===== config.mk =====
export PLATFORM = sky130hd
export DESIGN_NAME = move_input_conditioner
export DESIGN_NICKNAME = d
export VERILOG_FILES = /design/src/rtl/move_input_conditioner.sv
export SDC_FILE = /design/constraint.sdc
export NUM_CORES = 1
export LEC_CHECK = 0
export BUFFER_PORTS_ARGS = -buffer_cell sky130_fd_sc_hd__buf_2
export CORE_ASPECT_RATIO = 0.9
export CORE_MARGIN = 2
export CORE_UTILIZATION = 57
export DETAILED_ROUTE_END_ITERATION = 8
export PLACE_DENSITY = 0.79
export SETUP_SLACK_MARGIN = 0.05
export SLEW_MARGIN = 5
export SYNTH_ARGS = -nofsm -noshare
export SYNTH_HDL_FRONTEND = slang
export SYNTH_SLANG_ARGS = --single-unit
export TNS_END_PERCENT = 1

===== constraint.sdc =====
create_clock -name Clk -period 2.48 [get_ports Clk]
set_clock_uncertainty 0.05 [all_clocks]
set_input_delay 0.372 -clock Clk [delete_from_list [all_inputs] [get_ports Clk]]
set_output_delay 0.372 -clock Clk [all_outputs]
set_load 0.01 [all_outputs]

===== src/rtl/move_input_conditioner.sv =====
// Turns four raw direction buttons into one registered, priority-resolved
// move per physical press, offered to the game FSM over valid/ready.
module move_input_conditioner #(
  parameter int DEBOUNCE_CYCLES = 4
) (
  input  logic       Clk,
  input  logic       Reset,
  input  logic       BtnU,
  input  logic       BtnD,
  input  logic       BtnL,
  input  logic       BtnR,
  input  logic       move_ready,
  output logic       move_valid,
  output logic       up,
  output logic       down,
  output logic       left,
  output logic       right,
  output logic [7:0] move_count
);

  typedef enum logic [1:0] {IDLE, DEBOUNCE, PENDING, HELD} state_t;

  localparam logic [7:0] LAST = 8'(DEBOUNCE_CYCLES - 1);

  state_t     state_q;
  logic [3:0] sync1_q;
  logic [3:0] sync2_q;
  logic [3:0] cand_q;
  logic [3:0] dir_q;
  logic [7:0] cnt_q;
  logic [7:0] rcnt_q;
  logic [7:0] count_q;
  logic       valid_q;

  // Vector ordering is {U, D, L, R}; up wins, right loses.
  function automatic logic [3:0] prio(input logic [3:0] c);
    if (c[3])      return 4'b1000;
    else if (c[2]) return 4'b0100;
    else if (c[1]) return 4'b0010;
    else if (c[0]) return 4'b0001;
    else           return 4'b0000;
  endfunction

  // NOTE: non-blocking assignments make each flop sample the pre-edge value
  // of its neighbour, so the chain really is two stages deep.
  always_ff @(posedge Clk or posedge Reset) begin
    if (Reset) begin
      sync1_q <= '0;
      sync2_q <= '0;
    end else begin
      sync1_q <= {BtnU, BtnD, BtnL, BtnR};
      sync2_q <= sync1_q;
    end
  end

  always_ff @(posedge Clk or posedge Reset) begin
    if (Reset) begin
      state_q <= IDLE;
      cand_q  <= '0;
      dir_q   <= '0;
      cnt_q   <= '0;
      rcnt_q  <= '0;
      count_q <= '0;
      valid_q <= 1'b0;
    end else begin
      unique case (state_q)
        IDLE: begin
          if (sync2_q != 4'b0000) begin
            cand_q  <= sync2_q;
            cnt_q   <= '0;
            state_q <= DEBOUNCE;
          end
        end
        DEBOUNCE: begin
          if (sync2_q != cand_q) begin
            cnt_q   <= '0;
            state_q <= IDLE;
          end else if (cnt_q == LAST) begin
            dir_q   <= prio(cand_q);
            valid_q <= 1'b1;
            state_q <= PENDING;
          end else begin
            cnt_q <= cnt_q + 8'd1;
          end
        end
        PENDING: begin
          // Button activity is ignored here; only the handshake moves on.
          if (move_ready) begin
            count_q <= count_q + 8'd1;
            rcnt_q  <= '0;
            valid_q <= 1'b0;
            dir_q   <= '0;
            state_q <= HELD;
          end
        end
        HELD: begin
          if (sync2_q != 4'b0000) begin
            rcnt_q <= '0;
          end else if (rcnt_q == LAST) begin
            state_q <= IDLE;
          end else begin
            rcnt_q <= rcnt_q + 8'd1;
          end
        end
        default: state_q <= IDLE;
      endcase
    end
  end

  assign move_valid = valid_q;
  assign up         = dir_q[3];
  assign down       = dir_q[2];
  assign left       = dir_q[1];
  assign right      = dir_q[0];
  assign move_count = count_q;

endmodule


* After elaboration in Yosys (flattened, before gate mapping)
Cells that the tools add are included.
Storage, ports and cells: bits in registers 43, bits in latches 0, RAM bits 0, bits in read-only memories 0, input bits 7, output and inout bits 13, logic and storage cells 65, memories kept 0
Operators by class: add/subtract/negate cells 3, multiply operators 0, divide/modulo/power cells 0, order comparisons 0, eq/ne operators 15, shift operators 0, muxes and demuxes 27, bitwise operators 0, reductions and logical operators 11
Operators with widths (number):
- $mux 8 | 6
- $pmux 8 s2 | 2
- $add 8x1->8 const B | 3
- $eq 8x2->1 const B | 2
- $mux 4 | 4
- $mux 2 | 7
- $ne 2x2->1 const B | 6
- $ne 3x3->1 const B | 3
- $pmux 2 s4 | 1
- $pmux 4 s2 | 1
- $reduce_and 3->1 | 2
- $reduce_bool 2->1 | 3
- $reduce_and 5->1 | 1
- $eq 2x2->1 const B | 2
- $mux 1 | 4
- $ne 4x4->1 | 1
- $reduce_and 2->1 | 2
- $reduce_and 4->1 | 1
- $reduce_bool 4->1 | 1
- $mux 3 | 1
- $eq 2x1->1 const B | 1
- $logic_not 2->1 | 1
- $pmux 1 s2 | 1

* Longest topological paths before layout
Gate-level depths: netlist of run 1.
depth in word-level cells 7, mapped depth 7, mapped depth without buffers 6

* Worst setup path before layout of run 1
No wires, ideal clock.
path type reg-to-reg, start point register cnt_q[0], end point register dir_q[0], setup time 0.128 ns, arrival time 1.809 ns, data required time 2.302 ns, setup slack 0.493 ns, cell stages (with the launch flop) 6, buffers on the path 0, period minus slack after synthesis 1.987 ns, cells stage by stage dfrtp_1 ha_1 or4b_1 nand3b_1 a22oi_2 mux2_1
Between the ends: word-level cells in the longest chain between the ends 3
RTL lines:
- start: declaration | RTL line 30 | logic [7:0] cnt_q;
- start signal: assignment | RTL line 83 | cnt_q <= cnt_q + 8'd1;
- $eq 8x2->1 | RTL line 78 | end else if (cnt_q == LAST) begin
- $ne 2x2->1 (no source line)
- $reduce_and 4->1 (no source line)
- end signal: assignment | RTL line 79 | dir_q <= prio(cand_q);
- end: declaration | RTL line 29 | logic [3:0] dir_q;
Every way passes these cells. A chain may end at the register's enable or synchronous reset.

* Worst setup path after layout of run 1
start point register cnt_q[0], end point register dir_q[2]
Same word-level chain as after synthesis.

==> impl_results.md, run 1 <==
- IO Count: 20
- EDFF count, synth: 0
- Worst setup SP type: register
- Router iterations before antenna repair: 4
- Seq/Total Area, Yosys: a little over half
- Mapped cell area: about 2000 um^2
- Std cell rows: 20
- Mapped Nets: between 150 and 200
- Status: finished, final reports clean
- Post-synth top flop: dfrtp_1
- Clock root buffer: clkbuf_8
- Starting Density: 59.4%
- Final #Nets: between 200 and 250
- Drt via density: ~5.7
- Switching Fraction: about 26%
- Vias: between 1,000 and 1,500
- Setup WS pre-CTS: a little over 0.3 ns
- Pint: roughly 0.0012 W
- RR Startpoint: cnt_q[0]
- VDD IR max: approximately 0.00065 V
- Data arrival time of the critical path: ~2.3 ns
- Grt total ovfl: 0
- Routability cong.: ~0.85
- Post-CTS setup buffers: 0
- Sequential power share: 51.7%
- HP Class: in2reg
- Setup TNS: 0 ns
- Critical Path Fanout Max: 6
- R2r setup slk: 0.29 ns
- IO Port Bufs: 19
- Worst Setup End Kind: register
- Area Overhead vs Synth: 13.8%
- Die Wd: between 60 and 70 um
- Power per cell area: 707 nW/um^2
- Yosys cell types: 47
- Commonest non-fill, non-tap cell in the layout: dfrtp_1
- WP data required: 2.61 ns
- WHS Endpoint: sync1_q[3]
- Synth area leaders: dfrtp_1 (54%), xor2_1 (4.8%), xnor2_1 (3.5%), nor2_1 (3.2%), nand2_1 (3.0%)
- Async SR Flop Fraction: 100%
- Synth warn: 0
- Chip Height: approximately 60 um
- First-pass GRT wire length: between 6 and 7 mm
- Worst R2R End: dir_q[2]
- Max Cap Violations: 0
- Critical path class: reg2reg
- Skew-Pair Late Insertion Delay: 0.29 ns
- Worst Hold Path Cells: 1
- Initial antenna violation count: 0
- H-tree depth: 2
- DRC: 0
- Fin. Hold Viols: 0
- Worst Max-Slew Pin Slew: roughly 0.51 ns
- Logic pwr share: a little over an eighth
- Num CTS Buffers: 5
- Worst Hold Launch: BtnU
- Antenna fix cells: 0
- DRT iter0 DRCs: 78
- CTS resizes: 0
- Max Fclk: between 0.4 and 0.5 GHz
- Largest net degree at the start of global routing: between 40 and 50
- Share of cells above drive strength 1: 20.0%
- Number of antenna-violating nets in the routed design: 0
- Total Die Area: roughly 4000 um^2
- WL final: 3.76 mm
- Max clock buf depth: 2
- RSZ-0062 raised after global routing: false
- Worst slew margin: 65.8%
- Clock power share: approximately a third
- Max Slew Vio Count: 0
- HPWL after detailed placement: 2.74 mm
- Setup ws final: about 0.29 ns
- GRT Util Overall: between 20% and 30%
- Syn_area_per_cell: around 11 um^2
- Routed len/inst: ~15 um
- Vias in the first global route: 1,393
- Yosys reg bits: between 40 and 50
- Largest area contributor in the netlist: dfrtp_1
- Sw Pwr: roughly 0.00041 W
- Tcrit/Tclk final: between 80 and 90%
- Top cell type's share of synthesized area: a little over half
- CTS sink cnt: between 40 and 50
- Reg clk slew, reported paths: around 0.080 ns
- Final setup fails: 0
- Worst R2R Path Depth: 5
- CTS tree: yes
- Commonest cells after routing, fill and taps aside: dfrtp_1 (43), buf_2 (19), nor2_1 (17)
- Min Tclk post-route: about 2.2 ns
- Leakage power: around 1.1 nW
- Cell count after synthesis: roughly 180
- FILL cells: between 200 and 300
- Hold_buf cts: 0
- Core ar.: roughly 3400 um^2
==> synthesized netlist by cell type (3+ instances only) <==
cell type and count:
xor2_1 11, nor2b_1 5, buf_2 3, nand2_1 16, o21ai_0 3, xnor2_1 8
nand3_1 6, and3_1 4, mux2_1 3, nand4_1 8, o21ai_1 5, ha_1 3
nor3_1 3, nor2_1 17, dfrtp_1 43
==> power by group through the flow <==
stage | sequential, W | combinational, W | clock, W
5_1_grt | 0.000839 | 0.000250 | 0.000597
6_report | 0.000828 | 0.000220 | 0.000554
3_5_place_dp | 0.000841 | 0.000224 | 0
2_1_floorplan | 0.000807 | 0.000201 | 0
4_1_cts | 0.000828 | 0.000224 | 0.000563
3_3_place_gp | 0.000836 | 0.000212 | 0
==> routing by layer <==
layer / share of wire [%] / wire [um] / vias up / track usage (%)
met4: 0.61 / 23 / 0 / 6.71
met5: 0 / 0 / - / 0
met1: 45 / 1690 / 699 / 28.7
met2: 50 / 1890 / 38 / 34.1
li1: - / - / 690 / -
met3: 3.9 / 145 / 4 / 5.27
==> area by class of cell <==
cell class / instances / area (um^2) / share of cell area [%]
inverters: 2 / 7.51 / 0.331
repair buffers: 22 / 118 / 5.19
multi-input cells: 130 / 892 / 39.4
clock inverters: 2 / 35.0 / 1.55
clock buffers: 6 / 82.6 / 3.64
well taps: 44 / 55.1 / 2.43
flip-flops and latches: 43 / 1080 / 47.5
==> cells by family after synthesis <==
logic type                 synth area share (%)
muxes                                      2.83
AOI/OAI and AO/OA                          11.2
and+or+nand+nor                            20.6
adders and majority gates                  1.89
DFF                                        54.1
buffers and inverters                      1.13
xor gates and xnor gates                   8.36
==> registers in the layout (all words and copies together), names as in the netlist, named ones only <==
| register | flops |
|---|---|
| cand_q | 4 |
| cnt_q | 8 |
| sync1_q | 4 |
| rcnt_q | 8 |
| state_q | 1 |
| move_valid | 1 |
| dir_q | 4 |
| move_count | 8 |
| sync2_q | 4 |
==> critical path, stage by stage (launching register included) <==
cell      delay (ns)
dfrtp_1         0.39
ha_1            0.23
or4b_1          0.49
nand3b_1        0.25
a22oi_2         0.31
mux2_1          0.35
==> worst max path at each step <==
stage,from,end,slack [ns],depth (start not counted)
2_1_floorplan,cnt_q[0],dir_q[0],0.49,5
3_3_place_gp,cnt_q[0],dir_q[2],0.40,5
3_5_place_dp,cnt_q[0],dir_q[0],0.30,5
4_1_cts,cnt_q[0],dir_q[2],0.28,5
5_1_grt,cnt_q[0],dir_q[3],0.13,5
6_report,cnt_q[0],dir_q[2],0.29,5
==> stage by stage <==
stage / total power, W / std cells / area [um^2] / utilization (%) / hold WS, ns
6_report: 0.00160 / 249 / 2270 / 67.6 / 0.135
3_3_place_gp: 0.00105 / 241 / 2150 / 64.1 / 0.285
4_1_cts: 0.00162 / 249 / 2270 / 67.6 / 0.129
3_5_place_dp: 0.00106 / 241 / 2150 / 64.1 / 0.285
5_1_grt: 0.00169 / 249 / 2270 / 67.6 / 0.122
2_1_floorplan: 0.00101 / 178 / 1990 / - / 0.281
No activity file was read; power rests on OpenSTA's default activity.
==> run 2, diff against run 1 <==
- SETUP_SLACK_MARGIN: 0.05 -> 0.4
==> run 2 against run 1 <==
  * Die area is the same
  * Global-route usage is 0.41 points higher
  * Final cell count grew 1.2%
  * Count of clock-buffer cells in the layout did not move
  * Total power up 0.57%
  * Register-to-register slack gained 0.11 ns
  * Critical path depth rose by 1
  * Non-clock buffer count grew 3
  * Routed wire length rose by 4.6%
  * First-iteration DRC count shrank 22%
  * Flip-flop and latch count unchanged
  * Critical path type unchanged
==> impl_results.md, run 2 (synthesis gave the netlist of run 1 again) <==
- Status: finished, final reports clean (unchanged)
- Reg clk slew, reported paths: 0.08 ns (about the same)
- VDD IR max: 0.000649 V (was 0.000648 V)
- Fin. Hold Viols: 0 (unchanged)
- Num CTS Buffers: 5 (unchanged)
- HPWL after detailed placement: 2.74 mm (unchanged)
- Hold_buf cts: 0 (unchanged)
- Worst Setup End Kind: register (unchanged)
- Initial antenna violation count: 0 (unchanged)
- Area Overhead vs Synth: 16.2% (was 13.8%)
- Share of cells above drive strength 1: 22.6% (was 20.0%)
- Pint: 0.00119 W (about the same)
- GRT Util Overall: 21.7% (was 21.3%)
- Worst setup SP type: register (unchanged)
- FILL cells: 240 (was 250)
- CTS sink cnt: 43 (unchanged)
- WP data required: 2.61 ns (about the same)
- IO Port Bufs: 19 (unchanged)
- Max clock buf depth: 2 (unchanged)
- Number of antenna-violating nets in the routed design: 0 (unchanged)
- Worst R2R Path Depth: 6 (was 5)
- Core ar.: 3350 um^2 (unchanged)
- Total Die Area: 3980 um^2 (unchanged)
- Skew-Pair Late Insertion Delay: 0.29 ns (about the same)
- Commonest non-fill, non-tap cell in the layout: dfrtp_1 (unchanged)
- Router iterations before antenna repair: 4 (unchanged)
- Commonest cells after routing, fill and taps aside: dfrtp_1 (43), buf_2 (19), nor2_1 (17) (unchanged)
- Leakage power: 1.07 nW (was 1.06 nW)
- Antenna fix cells: 0 (unchanged)
- Max Fclk: 0.479 GHz (was 0.456 GHz)
- Logic pwr share: 14.3% (was 13.7%)
- IO Count: 20 (unchanged)
- DRT iter0 DRCs: 61 (was 78)
- Vias: 1,471 (was 1,431)
- Max Cap Violations: 0 (unchanged)
- Sw Pwr: 0.000419 W (was 0.000415 W)
- Final setup fails: 0 (unchanged)
- WHS Endpoint: sync1_q[3] (unchanged)
- DRC: 0 (unchanged)
- H-tree depth: 2 (unchanged)
- Min Tclk post-route: 2.09 ns (was 2.19 ns)
- Starting Density: 59.4% (unchanged)
- Final #Nets: 217 (was 214)
- Placed insts: 241 (unchanged)
- Worst R2R End: dir_q[2] (unchanged)
- Vias in the first global route: 1,411 (was 1,393)
- Worst slew margin: 64.9% (was 65.8%)
- Clock power share: 34.3% (was 34.6%)
- Std cell rows: 20 (unchanged)
- Max Slew Vio Count: 0 (unchanged)
- Routed len/inst: 15.6 um (was 15.1 um)
- RSZ-0062 raised after global routing: true (was false)
- Power per cell area: 697 nW/um^2 (was 707 nW/um^2)
- First-pass GRT wire length: 6.44 mm (was 6.31 mm)
- Worst Hold Path Cells: 1 (unchanged)
- Clock root buffer: clkbuf_8 (unchanged)
- Data arrival time of the critical path: 2.21 ns (was 2.32 ns)
- Routability cong.: 0.846 (unchanged)
- Tcrit/Tclk final: 84.2% (was 88.5%)
- Critical path class: reg2reg (unchanged)
- Worst path slowest cell: or4b_4 (was or4b_1)
- Top delay family on crit path: simple AND/OR/NAND/NOR gates (unchanged)
- RR Startpoint: cnt_q[1] (was cnt_q[0])
- Die Wd: 66.3 um (unchanged)
- WL final: 3.93 mm (was 3.76 mm)
- Grt total ovfl: 0 (unchanged)
- Crit path cell chain: ha_4, or4b_4, nand3b_1, a22oi_2, buf_6, mux2_1 (was ha_1, or4b_1, nand3b_1, a22oi_2, mux2_1)
- Largest net degree at the start of global routing: 44 (unchanged)
- Chip Height: 60.1 um (unchanged)
- Critical path buffer and inverter count: 1 (was 0)
- Post-Layout Cell Count: 252 (was 249)
- Worst Max-Slew Pin Slew: 0.526 ns (was 0.514 ns)
- CTS tree: yes (unchanged)
- Critical Path Fanout Max: 6 (unchanged)
- Worst path max stage delay: 0.47 ns (was 0.49 ns)
- Drt via density: 5.84 (was 5.75)
- R2r setup slk: 0.39 ns (was 0.29 ns)
- Worst Hold Launch: BtnU (unchanged)
- HP Class: in2reg (unchanged)
- Sequential power share: 51.5% (was 51.7%)
- Switching Fraction: 26.0% (was 25.9%)
- Setup TNS: 0 ns (unchanged)
==> run 2: cell types whose count changed in the layout (fill, tap and decap cells not counted), sizes merged <==
cell and change:
buf +3
==> run 2: power groups by stage <==
stage               Sequential [W]  Combinational [W]  Clock, W
global placement          0.000836           0.000212         0
CTS                       0.000829           0.000230  0.000563
global route              0.000839           0.000258  0.000597
floorplan                 0.000807           0.000201         0
finish                    0.000830           0.000230  0.000552
detailed placement        0.000841           0.000224         0
==> run 2: worst max path at each step <==
stage / startpoint / to / slack, ns / cells after the start
global placement: cnt_q[0] / dir_q[2] / 0.40 / 5
floorplan: cnt_q[0] / dir_q[0] / 0.49 / 5
detailed placement: cnt_q[0] / dir_q[0] / 0.30 / 5
CTS: sync2_q[2] / rcnt_q[6] / 0.39 / 5
finish: cnt_q[1] / dir_q[2] / 0.39 / 6
global route: cnt_q[0] / dir_q[3] / 0.31 / 6
==> run 2: through the flow <==
stage | worst slack [ns] | util (%) | area [um^2] | hold WS, ns | total power (W)
3_3_place_gp | 0.403 | 64.1 | 2150 | 0.285 | 0.00105
6_report | 0.393 | 69.0 | 2310 | 0.135 | 0.00161
3_5_place_dp | 0.304 | 64.1 | 2150 | 0.285 | 0.00106
2_1_floorplan | 0.493 | - | 1990 | 0.281 | 0.00101
5_1_grt | 0.314 | 69.0 | 2310 | 0.122 | 0.00169
4_1_cts | 0.388 | 68.6 | 2300 | 0.129 | 0.00162
==> run 2: routing by layer <==
layer | up-vias | share of wire (%) | GRT usage, %
met5 | - | 0 | 0
met4 | 0 | 0.43 | 6.71
met3 | 2 | 3.7 | 5.27
met2 | 39 | 51 | 35.3
met1 | 729 | 44 | 29.0
li1 | 701 | - | -
==> run 2: area by class of cell <==
cell class,count,area [um^2],area share (%)
clock inverter,2,35.0,1.51
sequential,43,1080,46.5
multi-input combinational,130,913,39.5
inverter,2,7.51,0.324
clock buffer,6,82.6,3.57
timing repair buffer,25,144,6.22
tap,44,55.1,2.38
==> run 2: timing repair <==
item / 4_1_cts / 5_1_grt
setup buffers: 2 / 1
resized for setup: 4 / 1
endpoints found under the setup margin: 6 / 9
pin swaps: 1 / 0
==> run 3, diff against run 2 <==
- clock period: 2.48 -> 1.94 ns (I/O delays scaled with it)
==> run 3 against run 2 <==
  * The run now ends with negative setup slack left
  * Final cell count grew 7.1%
  * First-iteration DRC count increased by 34%
  * Total power rose by 26%
  * Die area unchanged
  * Core utilization up 5.1 points
  * Non-clock buffer count grew 18
  * Via count rose by 4.9%
  * Flip-flop and latch count stayed put
  * Worst hold slack worse by 0.092 ns
  * Register-to-register slack worse by 0.47 ns
  * Routed wire length is 7.5% higher
  * Sequential power up 25%
  * Critical path type unchanged
  * Largest cell class unchanged
  * Highest routed layer unchanged
==> impl_results.md, run 3 (synthesis gave the netlist of run 1 again) <==
- Setup ws final: -0.0792 ns (was 0.393 ns)
- Tcrit/Tclk final: 104% (was 84.2%)
- Share of cells above drive strength 1: 32.3% (was 22.6%)
- Commonest cells after routing, fill and taps aside: dfrtp_1 (43), buf_4 (21), buf_2 (19) (was dfrtp_1 (43), buf_2 (19), nor2_1 (17))
- FILL cells: 228 (was 240)
- Min Tclk post-route: 2.02 ns (was 2.09 ns)
- HPWL after detailed placement: 3.04 mm (was 2.74 mm)
- DRC: 0 (unchanged)
- Router iterations before antenna repair: 4 (unchanged)
- Vias in the first global route: 1,494 (was 1,411)
- Initial antenna violation count: 0 (unchanged)
- Leakage power: 1.15 nW (was 1.07 nW)
- Max Slew Vio Count: 0 (unchanged)
- IO Count: 20 (unchanged)
- Grt total ovfl: 0 (unchanged)
- Clock power share: 29.7% (was 34.3%)
- IO Port Bufs: 19 (unchanged)
- VDD IR max: 0.000793 V (was 0.000649 V)
- Placed insts: 260 (was 241)
- Min Hold Slack: 0.0426 ns (was 0.135 ns)
- Number of antenna-violating nets in the routed design: 0 (unchanged)
- Critical Path Fanout Max: 6 (unchanged)
- Final #Nets: 235 (was 217)
- GR Layer Usage met3: 5.27% (unchanged)
- Drt via density: 5.71 (was 5.84)
- First-pass GRT wire length: 6.90 mm (was 6.44 mm)
- Critical path class: reg2reg (unchanged)
- Switching Fraction: 29.2% (was 26.0%)
- Worst path max stage delay: 0.47 ns (about the same)
- Fin. Hold Viols: 0 (unchanged)
- Routability cong.: 0.825 (was 0.846)
- Data arrival time of the critical path: 2.16 ns (was 2.21 ns)
- GR met1 Demand/Resource: 29.9% (was 29.0%)
- Total Die Area: 3980 um^2 (unchanged)
- Status: finished with violations (was finished, final reports clean)
- Failing checks: negative setup slack
- GRT Util Overall: 24.1% (was 21.7%)
- Die Wd: 66.3 um (unchanged)
- Commonest non-fill, non-tap cell in the layout: dfrtp_1 (unchanged)
- Reg clk slew, reported paths: 0.08 ns (about the same)
- Final setup fails: 9 (was 0)
- Worst slew margin: 65.2% (was 64.9%)
- Worst setup SP type: register (unchanged)
- RSZ-0062 raised after global routing: true (unchanged)
- Worst Setup End Kind: register (unchanged)
- Clock root buffer: clkbuf_8 (unchanged)
- Worst R2R Path Depth: 6 (unchanged)
- Setup WS pre-CTS: -0.123 ns (was 0.304 ns)
- Max Cap Violations: 0 (unchanged)
- Worst Max-Slew Pin Slew: 0.522 ns (was 0.526 ns)
- Sequential power share: 51.1% (was 51.5%)
- WP data required: 2.08 ns (was 2.61 ns)
- Post-Layout Cell Count: 270 (was 252)
- HP Class: in2reg (unchanged)
- Num CTS Buffers: 5 (unchanged)
- WL final: 4.22 mm (was 3.93 mm)
- Met2 GRT Util: 40.4% (was 35.3%)
- CTS tree: yes (unchanged)
- CTS sink cnt: 43 (unchanged)
- H-tree depth: 2 (unchanged)
- Skew-Pair Late Insertion Delay: 0.30 ns (was 0.29 ns)
- Worst Hold Path Cells: 1 (unchanged)
- Final Total Pwr: 0.00203 W (was 0.00161 W)
- Crit path cell chain: ha_2, or4b_4, nand3b_1, a22oi_2, buf_6, mux2_4 (was ha_4, or4b_4, nand3b_1, a22oi_2, buf_6, mux2_1)
- Std cell rows: 20 (unchanged)
- Starting Density: 59.4% (unchanged)
- Critical path buffer and inverter count: 1 (unchanged)
- Chip Height: 60.1 um (unchanged)
- Area Overhead vs Synth: 24.8% (was 16.2%)
- Stages on worst setup path: 6 (unchanged)
- Power per cell area: 817 nW/um^2 (was 697 nW/um^2)
- Hold_buf cts: 0 (unchanged)
- Max Fclk: 0.495 GHz (was 0.479 GHz)
- Largest net degree at the start of global routing: 44 (unchanged)
- Routed len/inst: 15.6 um (about the same)
- Pint: 0.00144 W (was 0.00119 W)
- GR peak layer: met2 (unchanged)
- Top delay family on crit path: simple AND/OR/NAND/NOR gates (unchanged)
- Worst path slowest cell: or4b_4 (unchanged)
- Core ar.: 3350 um^2 (unchanged)
- Logic pwr share: 19.2% (was 14.3%)
- Sw Pwr: 0.000592 W (was 0.000419 W)
- Vias: 1,543 (was 1,471)
- Max clock buf depth: 2 (unchanged)
- Antenna fix cells: 0 (unchanged)
- DRT iter0 DRCs: 82 (was 61)
## run 3: metal layers
layer / routed length (um) / part of all wire [%]
met5: 0 / 0
met4: 119 / 2.8
met3: 134 / 3.2
met2: 2130 / 51
met1: 1840 / 43
## run 3: metrics by stage
step                setup TNS, ns  utilization, %  area, um^2
global placement           -0.118            68.3        2290
floorplan                  -0.191               -        1990
detailed placement         -0.676            68.3        2290
global route                -1.26            74.1        2480
finish                     -0.459            74.1        2480
CTS                        -0.363            73.8        2470
## run 3: cell type report
class                   count  area [um^2]  area share [%]
inverters                   2         7.51           0.302
well taps                  44         55.1            2.22
repair buffers             43          287            11.5
clock inverters             2         16.3           0.655
clock buffers               6         82.6            3.32
multi-input cells         130          961            38.7
flip-flops and latches     43         1080            43.3
## run 3: worst paths after layout
| path | from | end | slack, ns |
|---|---|---|---|
| setup reg to reg | cnt_q[1] | dir_q[0] | -0.08 |
| max in group asynchronous | Reset | rcnt_q[1] | 1.43 |
| setup / recovery | cnt_q[1] | dir_q[0] | -0.08 |
| hold reg to reg | sync1_q[0] | sync2_q[0] | 0.30 |
| min in group asynchronous | Reset | move_count[7] | 0.05 |
| hold / removal | BtnR | sync1_q[0] | 0.04 |
## run 3: power groups by stage
stage / registers, W / clock network, W / logic, W
after floorplan: 0.00103 / 0 / 0.000257
after global placement: 0.00105 / 0 / 0.000330
after detailed placement: 0.00105 / 0 / 0.000350
after CTS: 0.00104 / 0.000609 / 0.000382
after global routing: 0.00105 / 0.000644 / 0.000431
final: 0.00104 / 0.000603 / 0.000390
## run 3: repair_timing
| action | 4_1_cts | 5_1_grt |
|---|---|---|
| setup buffers | 2 | 0 |
| setup endpoints to repair | 27 | 28 |
| pin swaps | 15 | 11 |
| resized for setup | 18 | 2 |
## run 3: worst register-to-register path, delay by kind of cell (launching register included)
family | cells | cell delay (ns)
flops | 1 | 0.37
compound gates | 1 | 0.16
fa+ha+maj | 1 | 0.18
simple gates | 2 | 0.69
buf+inv | 1 | 0.16
mux | 1 | 0.31
